[src/rtl/pool2_pkg.sv]
// Shared geometry and types for the pool2 flatten stage: 4 channels of
// 7x7 pooled maps, stored as 28 row entries of 7 x 16-bit values.
package pool2_pkg;

  localparam int unsigned DW     = 16;
  localparam int unsigned COLS   = 7;
  localparam int unsigned ROWS   = 7;
  localparam int unsigned CH     = 4;
  localparam int unsigned ROW_W  = COLS * DW;
  localparam int unsigned N_ROWS = 28;
  localparam int unsigned N_OUT  = 196;
  localparam int unsigned AW     = 5;
  localparam int unsigned IDX_W  = 8;

  typedef enum logic {FILL, DRAIN} state_t;

  // Buffer entries are channel-major, so draining entries 0..27 in order
  // yields the flattened ch*49 + row*7 + col sequence.
  function automatic logic [AW-1:0] entry_of(input logic [1:0] ch, input logic [2:0] row);
    return AW'(ch) * AW'(ROWS) + AW'(row);
  endfunction

endpackage

[src/rtl/flat_row_ram.sv]
// Row-wide frame buffer: one write port, one synchronous read port with
// a single cycle of read latency. Contents are deliberately not reset.
module flat_row_ram
  import pool2_pkg::*;
#(
  parameter int unsigned DEPTH  = N_ROWS,
  parameter int unsigned WIDTH  = ROW_W,
  parameter int unsigned ADDR_W = AW
) (
  input  logic              clk,
  input  logic              we,
  input  logic [ADDR_W-1:0] waddr,
  input  logic [WIDTH-1:0]  wdata,
  input  logic [ADDR_W-1:0] raddr,
  output logic [WIDTH-1:0]  rdata
);

  logic [WIDTH-1:0] mem [DEPTH];

  always_ff @(posedge clk) begin
    if (we) mem[waddr] <= wdata;
    rdata <= mem[raddr];
  end

endmodule

[src/rtl/pool2_flatten.sv]
// Collects a 28-row pooled frame, then streams it out one value per cycle
// in channel-major flattened order over a valid/ready handshake.
module pool2_flatten
  import pool2_pkg::*;
(
  input  logic              clk,
  input  logic              rst,
  input  logic              in_valid,
  output logic              in_ready,
  input  logic [1:0]        in_sel,
  input  logic [ROW_W-1:0]  in_row,
  output logic              out_valid,
  input  logic              out_ready,
  output logic [DW-1:0]     out_data,
  output logic [IDX_W-1:0]  out_idx,
  output logic              out_last,
  output logic              err
);

  state_t             state_q, state_d;
  logic [1:0]         exp_ch;
  logic [2:0]         exp_row;
  logic [AW-1:0]      rd_entry, nx_entry, raddr, wr_addr;
  logic [2:0]         rd_col, nx_col;
  logic [IDX_W-1:0]   ld_cnt;
  logic               rd_primed;
  logic [ROW_W-1:0]   rd_data;
  logic [DW-1:0]      sel_val;
  logic               accept, wr_en, last_row, load, done;

  assign accept   = in_valid && in_ready;
  assign wr_en    = accept && (in_sel == exp_ch);
  assign last_row = (exp_ch == 2'(CH - 1)) && (exp_row == 3'(ROWS - 1));
  assign wr_addr  = entry_of(exp_ch, exp_row);
  assign done     = out_valid && out_ready && out_last;
  // rd_data always holds entry rd_entry, so the pointer moves with each load.
  assign load     = rd_primed && (!out_valid || out_ready) && (ld_cnt != IDX_W'(N_OUT));
  assign raddr    = load ? nx_entry : rd_entry;
  assign sel_val  = rd_data[rd_col*DW +: DW];

  always_comb begin
    nx_col   = rd_col + 3'd1;
    nx_entry = rd_entry;
    if (rd_col == 3'(COLS - 1)) begin
      nx_col   = '0;
      nx_entry = (rd_entry == AW'(N_ROWS - 1)) ? '0 : rd_entry + AW'(1);
    end
  end

  always_ff @(posedge clk) begin
    if (!rst) state_q <= FILL;
    else      state_q <= state_d;
  end

  always_comb begin
    state_d  = state_q;
    in_ready = 1'b0;
    case (state_q)
      FILL: begin
        in_ready = 1'b1;
        if (wr_en && last_row) state_d = DRAIN;
      end
      DRAIN: begin
        if (done) state_d = FILL;
      end
      default: state_d = FILL;
    endcase
  end

  always_ff @(posedge clk) begin
    if (!rst) begin
      exp_ch    <= '0;
      exp_row   <= '0;
      err       <= 1'b0;
      rd_entry  <= '0;
      rd_col    <= '0;
      ld_cnt    <= '0;
      rd_primed <= 1'b0;
      out_valid <= 1'b0;
      out_data  <= '0;
      out_idx   <= '0;
      out_last  <= 1'b0;
    end else begin
      // First DRAIN cycle only issues the read of entry 0.
      rd_primed <= (state_q == DRAIN) && !done;
      if (accept && (in_sel != exp_ch)) err <= 1'b1;
      if (wr_en) begin
        if (exp_ch == 2'(CH - 1)) begin
          exp_ch  <= '0;
          exp_row <= (exp_row == 3'(ROWS - 1)) ? '0 : exp_row + 3'd1;
        end else begin
          exp_ch <= exp_ch + 2'd1;
        end
      end
      if (load) begin
        out_valid <= 1'b1;
        out_data  <= sel_val;
        out_idx   <= ld_cnt;
        out_last  <= (ld_cnt == IDX_W'(N_OUT - 1));
        ld_cnt    <= ld_cnt + IDX_W'(1);
        rd_entry  <= nx_entry;
        rd_col    <= nx_col;
      end else if (done) begin
        out_valid <= 1'b0;
        out_last  <= 1'b0;
        out_idx   <= '0;
        ld_cnt    <= '0;
      end
    end
  end

  flat_row_ram #(
    .DEPTH (N_ROWS),
    .WIDTH (ROW_W),
    .ADDR_W(AW)
  ) u_ram (
    .clk  (clk),
    .we   (wr_en),
    .waddr(wr_addr),
    .wdata(in_row),
    .raddr(raddr),
    .rdata(rd_data)
  );

endmodule

[config.mk]
export PLATFORM = sky130hd
export DESIGN_NAME = pool2_flatten
export DESIGN_NICKNAME = d
export VERILOG_FILES = /design/src/rtl/pool2_pkg.sv /design/src/rtl/flat_row_ram.sv /design/src/rtl/pool2_flatten.sv
export SDC_FILE = /design/constraint.sdc
export NUM_CORES = 2
export LEC_CHECK = 0
export ABC_AREA = 0
export CAP_MARGIN = 25
export CORE_ASPECT_RATIO = 0.6
export CORE_MARGIN = 1.5
export CORE_UTILIZATION = 50
export DETAILED_ROUTE_END_ITERATION = 6
export DONT_BUFFER_PORTS = 1
export GPL_ROUTABILITY_DRIVEN = 1
export PLACE_DENSITY = 0.66
export REMOVE_ABC_BUFFERS = 1
export SLEW_MARGIN = 20
export SYNTH_ARGS = -nofsm -noshare
export SYNTH_HDL_FRONTEND = slang
export SYNTH_HIERARCHICAL = 1
export SYNTH_SLANG_ARGS = --single-unit
[constraint.sdc]
create_clock -name clk -period 7.5 [get_ports clk]
set_clock_uncertainty 0.05 [all_clocks]
set_input_delay 1.5 -clock clk [delete_from_list [all_inputs] [get_ports clk]]
set_output_delay 1.5 -clock clk [all_outputs]
set_load 0.05 [all_outputs]
==> run summary <==
worst hold path type: reg2reg
Final HPWL DP: 167000 um
number of flops mapped to enable cells by yosys: 3136
dpl cells: 8909
leading area contributor after synthesis: edfxtp_1
Port Buffer Count: 0
Layout area overhead: 10.9%
Netlist Area Pre-Place: 125000 um2
drt drc: 0
initial antenna violation count: 8
PwrDens: 255 nW/um2
Synth top area share: 75.5%
Cell Int Power: 28.6 mW
reg2reg path depth: 9
Worst Setup Start Kind: flip-flop
pre-CTS setup slack: 2210 ps
fraction of layout cells with a size suffix above 1: 22.1%
count of cell types in the netlist: 64
Die Span Y: 390 um
multi-input combinational cell area: 25500 um2
clk_lat worst skew: 850 ps
Slew Viols, Final: 0
part of the cycle the worst path needs: 64.9%
Fmax: 205 MHz
reg2reg setup slack: 2630 ps
site row count: 141
via count: 61200
Post-CTS Setup Bufs: 0
Sink Count: 3298
status: completed
vias per cell: 6.49
Syn Area/Cell: 21.5 um2
largest net degree at the start of global routing: 115
crit path DAT: 5560 ps
Critical Path RT: 8190 ps
grt ovf: 0
kind of end point of the critical path: flip-flop
# resized after CTS: 0
total CTS buffers: 288
Worst-path clk slew: 70 ps
maximum VDD drop: 0.000225 V
Final Hold Vio Count: 0
final core occ: 56.0%
Worst Hold End: rd_entry[4]
Layout fillers: 18000
RSZ-0062 raised after global routing: no
final instance area: 138000 um2
CP Launch Point: rd_col[2]
most frequent cells in the layout: 3136 x edfxtp_1, 616 x mux4_2, 353 x mux2i_1
synthesized instance count: 5794
total power: 35.2 mW
Worst Slack Setup Final: 2630 ps
dpl cell area: 129000 um2
final WL: 318000 um
DIE AREA: 253000 um2
ys async rst share: 0%
wire length per cell: 33.7 um
Final setup viols: 0
start point of the worst hold path: rd_entry[4]
NetSw: 6.66 mW
width of the chip: 648 um
Final Critical Period: 4870 ps
Yosys Warn Count: 6
DRT Pass-1 Iters: 5
Maximum Capacitance Violations: 0
Clock power frac: 42.0%
H-tree depth: 5
commonest non-fill, non-tap cell in the layout: edfxtp_1
number of global-route vias before repair: 59500
initial DRC count: 8719
global-route usage over all layers: 25.0%
sw frac: 18.9%
sequential share of power: 57.5%
Worst-Margin Slew: 1100 ps
Worst Path Max Fanout: 60
hold_buf cts: 0
first-pass GRT wire length: 448000 um
Logic pwr share: 0.5%
RR Startpoint: rd_col[2]
Detail Route Antenna Nets: 0
slew margin rel.: 26.3%
I/O pin total: 146
FF+latch area: 97400 um2
hold-critical path depth: 2
non-filler cells, final: 9429
NumNets Final: 6041
most common flop cell mapped by yosys: edfxtp_1
Setup CP Type: reg2reg
core area: 247000 um2
routability cong.: 0.769
Initial Util: 50.5%
Synth area leaders: edfxtp_1 76%, mux4_2 11%, mux2i_1 2.8%, dfxtp_1 2.6%, o22ai_1 0.92%
CTS max path bufs: 4
Seq/Total Area, Yosys: 78.1%
post-synthesis register bit count: 3298
CTS Root Cell: clkbuf_16
R2R Path End: u_ram/rdata[3]
CTS tree: done
Lkg Pwr: 41.0 nW
layer usage:
layer | global-route usage (%) | up-vias | part of all wire, %
met2 | 36.1 | 3401 | 44
met4 | 4.93 | 2 | 1.8
met1 | 38.8 | 32900 | 43
met3 | 6.58 | 384 | 11
li1 | - | 24500 | -
met5 | 0 | - | 0.0041
final cells by class:
| class | instances | area share (%) |
|---|---|---|
| flip-flops and latches | 3298 | 70.4 |
| clock inverters | 122 | 0.817 |
| diodes | 1 | 0.00181 |
| repair buffers | 164 | 1.44 |
| well taps | 3289 | 2.97 |
| multi-input cells | 2148 | 18.5 |
| inverters | 12 | 0.0326 |
| clock buffers | 395 | 5.87 |
sequential cells by signal (all words and copies together) (netlist names), 2 cells and up:
register / cells
u_ram/mem: 3136
u_ram/rdata: 112
out_data: 16
ld_cnt: 8
out_idx: 8
rd_entry: 5
exp_row: 3
rd_col: 3
exp_ch: 2
critical path: stages (launching register included):
cell and delay [ps]:
dfxtp_2 310, buf_4 570, and3b_1 270, nand3_1 160, nor3_1 480, mux2_8 650
or3b_4 900, buf_4 790, o22ai_1 220, a211oi_1 250
worst max path at each step:
stage / endpoint / cells past startpoint
after floorplan: u_ram/rdata[100] / 8
after global placement: u_ram/rdata[49] / 10
after detailed placement: u_ram/rdata[3] / 8
after CTS: u_ram/mem[19][22] / 10
after global routing: u_ram/rdata[3] / 9
final: u_ram/rdata[3] / 9
Yosys cell counts (16+ instances only):
cell / instances
nand3_1: 23
a211oi_2: 34
o22a_1: 20
a31oi_1: 35
a22o_1: 19
o211a_1: 16
mux4_2: 616
mux2_2: 70
edfxtp_1: 3136
mux2i_1: 353
a211oi_1: 35
a22oi_1: 38
a221oi_1: 19
buf_1: 21
dfxtp_1: 162
clkbuf_1: 140
buf_2: 75
o211ai_1: 81
nor2_1: 41
nor3_1: 19
buf_4: 34
o21ai_0: 108
a21oi_1: 164
o22ai_1: 184
nor2b_1: 26
nand3b_1: 22
buf_6: 47
nand2_1: 135
power by group through the flow:
stage          Combinational [mW]  Clock [mW]  Sequential [mW]
2_1_floorplan               0.108           0             20.6
3_3_place_gp                0.177           0             20.6
3_5_place_dp                0.179           0             20.6
4_1_cts                     0.180        15.0             20.2
5_1_grt                     0.191        15.7             20.2
6_report                    0.182        14.8             20.2
per-stage QoR:
step | hold slack, ps | setup TNS [ps]
final | 476 | 0
after floorplan | 405 | -3659650
after global routing | 501 | 0
after global placement | 439 | 0
after CTS | 470 | 0
after detailed placement | 453 | 0
logic make-up (layout without fill, tap and decap cells):
logic type                 Yosys count  in the layout  synth area share, %
DFF                               3298           3298                 78.1
muxes                             1039           1039                 14.6
AOI/OAI and AO/OA                  785            785                 4.23
buffers and inverters              348            693                 1.70
and+or+nand+nor                    310            310                 1.22
adders and majority gates           11             11                0.128
xor gates and xnor gates             3              3               0.0211
other                                0              1                    0
No activity file was read; power rests on OpenSTA's default activity.
